<file path="src/rtl/crc8_pkg.sv">
// Shared constants and state encoding for the serial CRC-8 engine.
package crc8_pkg;

    localparam int CRC_W = 8;

    localparam logic [CRC_W-1:0] DEFAULT_POLY = 8'h07;
    localparam logic [CRC_W-1:0] DEFAULT_INIT = 8'h00;

    typedef enum logic [1:0] {
        IDLE  = 2'd0,
        SHIFT = 2'd1,
        HOLD  = 2'd2
    } crcState_e;

endpackage

</file>
<file path="src/rtl/crc8_bit_step.sv">
// One MSB-first CRC-8 shift step: feedback = crcIn[7] ^ inBit, then shift and
// conditionally fold in the polynomial.
module crc8_bit_step
    import crc8_pkg::*;
(
    input  logic [CRC_W-1:0] crcIn,
    input  logic             inBit,
    input  logic [CRC_W-1:0] poly,
    output logic [CRC_W-1:0] crcOut
);

    logic             feedback;
    logic [CRC_W-1:0] shifted;
    logic [CRC_W-1:0] polyMask;

    xor2_cell fbCell (
        .a (crcIn[CRC_W-1]),
        .b (inBit),
        .y (feedback)
    );

    assign shifted  = {crcIn[CRC_W-2:0], 1'b0};
    assign polyMask = poly & {CRC_W{feedback}};

    // One XOR cell per register bit merges the shifted value with the polynomial.
    for (genvar i = 0; i < CRC_W; i++) begin : gXor
        xor2_cell bitCell (
            .a (shifted[i]),
            .b (polyMask[i]),
            .y (crcOut[i])
        );
    end

endmodule

</file>
<file path="src/rtl/xor2_cell.sv">
// Two-input XOR gate cell, the basic building block of the CRC step network.
module xor2_cell (
    input  logic a,
    input  logic b,
    output logic y
);

    assign y = a ^ b;

endmodule

</file>
<file path="src/rtl/crc8_serial.sv">
// Bit-serial CRC-8 with valid/ready framing on input and a held result on output.
// Optional macro CRC8_CHECK_EN adds crc_ok, flagging a zero residue in HOLD.
module crc8_serial
    import crc8_pkg::*;
#(
    parameter logic [CRC_W-1:0] POLY = DEFAULT_POLY,
    parameter logic [CRC_W-1:0] INIT = DEFAULT_INIT
) (
    input  logic             clk,
    input  logic             reset,
    input  logic             in_valid,
    output logic             in_ready,
    input  logic             in_bit,
    input  logic             in_last,
    output logic             out_valid,
    input  logic             out_ready,
    output logic [CRC_W-1:0] out_crc,
    output logic             busy
`ifdef CRC8_CHECK_EN
    ,
    output logic             crc_ok
`endif
);

    crcState_e        state;
    crcState_e        stateNext;
    logic [CRC_W-1:0] crc;
    logic [CRC_W-1:0] crcNext;
    logic [CRC_W-1:0] stepIn;
    logic [CRC_W-1:0] stepOut;
    logic             accept;

    // A new frame always starts from INIT, whatever the register holds.
    assign stepIn = (state == IDLE) ? INIT : crc;
    assign accept = in_valid && in_ready;

    crc8_bit_step stepUnit (
        .crcIn  (stepIn),
        .inBit  (in_bit),
        .poly   (POLY),
        .crcOut (stepOut)
    );

    always_ff @(posedge clk) begin
        if (reset) begin
            state <= IDLE;
            crc   <= INIT;
        end else begin
            state <= stateNext;
            crc   <= crcNext;
        end
    end

    always_comb begin
        stateNext = state;
        crcNext   = crc;
        in_ready  = 1'b1;
        out_valid = 1'b0;
        busy      = 1'b0;
        unique case (state)
            IDLE: begin
                if (accept) begin
                    crcNext   = stepOut;
                    stateNext = in_last ? HOLD : SHIFT;
                end
            end
            SHIFT: begin
                busy = 1'b1;
                if (accept) begin
                    crcNext = stepOut;
                    if (in_last) begin
                        stateNext = HOLD;
                    end
                end
            end
            HOLD: begin
                in_ready  = 1'b0;
                out_valid = 1'b1;
                if (out_ready) begin
                    stateNext = IDLE;
                    crcNext   = INIT;
                end
            end
            default: begin
                stateNext = IDLE;
                crcNext   = INIT;
            end
        endcase
    end

    assign out_crc = crc;

`ifdef CRC8_CHECK_EN
    assign crc_ok = (state == HOLD) && (crc == '0);
`endif

endmodule

</file>
<file path="config.mk">
export PLATFORM = sky130hd
export DESIGN_NAME = crc8_serial
export DESIGN_NICKNAME = d
export VERILOG_FILES = /design/src/rtl/crc8_pkg.sv /design/src/rtl/crc8_bit_step.sv /design/src/rtl/xor2_cell.sv /design/src/rtl/crc8_serial.sv
export SDC_FILE = /design/constraint.sdc
export NUM_CORES = 1
export LEC_CHECK = 0
export BUFFER_PORTS_ARGS = -buffer_cell sky130_fd_sc_hd__buf_4
export CAP_MARGIN = 40
export CORE_AREA = 2 2 39 41
export DETAILED_ROUTE_END_ITERATION = 8
export DIE_AREA = 0 0 41 43
export PLACE_DENSITY_LB_ADDON = 0.25
export SLEW_MARGIN = 25
export SYNTH_ARGS = -nofsm -noshare
export SYNTH_HDL_FRONTEND = slang
export SYNTH_SLANG_ARGS = --single-unit
</file>
<file path="constraint.sdc">
create_clock -name clk -period 1 [get_ports clk]
set_input_delay 0.1 -clock clk [delete_from_list [all_inputs] [get_ports clk]]
set_output_delay 0.1 -clock clk [all_outputs]
set_load 0.01 [all_outputs]
</file>
==> reports/qor.yml <==
run_status:
  status: "complete, but fails checks"
  violations: "negative setup slack"
synthesis:
  async_flop_share_pct: 0
  synth_seq_cells: 10
  syn_inst: 56
  post-synth-top-count-cell: "dfxtp_1"
  syn_area_um2: 490
  synth_flop_cell: "dfxtp_1"
  synth_top_cell_by_area: "dfxtp_1"
  syn_avg_cell_area_um2: 8.76
  synth_edf_count: 0
  yosys-top-cells-area: "dfxtp_1 41%, nand4_1 6.4%, a21oi_1 6.1%"
  synth_top_area_share_pct: 40.8
  yosysSeqAreaShare_pct: 40.8
  ys_warn_count: 0
  synthTopCellsByCount: "10 x dfxtp_1, 6 x a21oi_1, 6 x o21ai_0, 5 x nand4_1"
  syn-num-nets: 62
  synth_cell_types: 23
timing:
  hold-worst-slack_ns: 0.0354
  tightest_slew_ns: 0.313
  setup_viol: 11
  fmax_mhz: 910
  min_period_ns: 1.10
  finalHoldViolCount: 0
  period_share_pct: 110
  relSlewSlack_pct: 78.6
  setup_ws_ns: -0.0990
  finClkSkew_ns: 0.000206
  rsz0062_at_grt: "true"
  maxSlewViolCount: 0
worst_hold_path:
  hp-class: "input pin to flip-flop"
  holdPathStages: 2
  hold_path.startpoint: "in_last"
  min_to: "state[0]"
place:
  preCtsSetupSlack_ns: -0.0807
  placedInstanceArea_um2: 676
  portBuffers: 16
  finalWeightedCongestion: 0.727
routing:
  first_pass_iters: 4
  wirelength_um: 1210
  vias: 523
  drt_iter0_drc: 6
  routedWlPerCell_um: 12.4
  postRouteAntennaNets: 0
  vias_per_cell: 5.34
  drc: 0
worst_setup_path:
  cp-start-kind: "flip-flop"
  worstReg2RegStart: "state[1]"
  worstPathArrival_ns: 1.00
  r2r_slack_ns: -0.08
  cp_data_required_time_ns: 0.90
  reg2reg_depth: 4
  end_kind: "output port"
  crit_fanout: 8
  reg2reg_to: "out_crc[2]"
  worst-setup-path-type: "flip-flop to output port"
clocking:
  clk_pin_slew_worst_paths_ns: 0.06
  h-tree-depth: 1
  insertion_delay_ns: 0.26
  root_buffer: "clkbuf_4"
  clk_path_buf_depth: 2
  tritoncts: "built"
  cts_made_buffers: 3
  clock-sinks: 10
  postCtsHoldBufs: 0
run:
  maxCapViolations: 0
layout:
  drive_gt1_share_pct: 50.0
  postLayoutCellArea_um2: 767
  layout.nets: 90
  antenna_cells: 0
  utilization_pct: 55.4
  area_delta_synth_final_pct: 56.4
global_route:
  overflow: 0
  grt_usage_pct: 16.5
  grt_pass1_vias: 495
  grt_max_degree: 13
  antenna_found_initial: 0
  grt_pass1_wl_um: 1980
power:
  peakVddDrop_uv: 786
  p_leak_nw: 0.325
  cellPowerDensity_mw_per_mm2: 1140
floorplan:
  dieArea_mm2: 0.00176
  initial_utilization_pct: 35.4
  die_x_um: 41
  ios: 17
  die_h_um: 43
  rows: 14
  core_area_mm2: 0.00138
stage by stage:
step	power, mW	cells	TNS (ns)
3_5_place_dp	0.581	93	-0.424
6_report	0.871	98	-0.645
4_1_cts	0.880	98	-0.879
2_1_floorplan	0.506	56	0
5_1_grt	0.911	98	-1.50
3_3_place_gp	0.580	93	-0.170
timing repair:
action                     4_1_cts  5_1_grt
pin swaps                        0        0
setup endpoints to repair       14       14
resized for setup               13        2
setup buffers                    2        0
routing by layer:
metal / vias to the layer above / global-route usage [%] / wire [um]
li1: 265 / - / -
met1: 241 / 21.6 / 539
met2: 15 / 24.1 / 586
met3: 2 / 3.14 / 77
met4: 0 / 10.0 / 10
met5: - / 0 / 0
state kept, by name (all words and copies together) (netlist names):
signal / flops
out_crc: 8
state: 2
kinds of logic after synthesis:
kind of cell / Yosys count / synth area share [%]
compound gates: 20 / 25.0
xor+xnor: 2 / 3.57
buf+inv: 7 / 6.38
flops: 10 / 40.8
simple gates: 17 / 24.2
cell type report:
class / count / area (um^2)
Fill cell: 126 / 617
Multi-Input combinational cell: 39 / 295
Sequential cell: 10 / 209
Timing Repair Buffer: 26 / 203
Clock buffer: 3 / 22.5
Tap cell: 16 / 20.0
Inverter: 4 / 17.5
worst max-delay path by stage:
stage / startpoint / end
CTS: state[1] / in_ready
global placement: state[1] / out_crc[1]
global route: state[1] / out_crc[2]
detailed placement: state[0] / out_crc[2]
finish: state[1] / in_ready
floorplan: state[0] / out_crc[1]
cell usage in the layout (no fill, tap or decap), types with 3 or more instances in the layout:
master and count:
a21oi_1 6, nand4_1 5, inv_1 3, buf_4 24
clkbuf_4 3, dfxtp_1 7, o21ai_0 6
where the power goes:
group          leakage, nW  internal [mW]  total [mW]  switching [mW]
clock               0.0138          0.139       0.271           0.133
combinational        0.228         0.0914       0.172          0.0802
sequential          0.0833          0.410       0.428          0.0181
total                0.325          0.640       0.871           0.231
critical path, cell delays in order, from the launching register on:
cell and delay (ns):
dfxtp_4 0.40, inv_4 0.07, nor2_4 0.10, inv_1 0.04
buf_4 0.13
(Power assumes the default switching activity.)
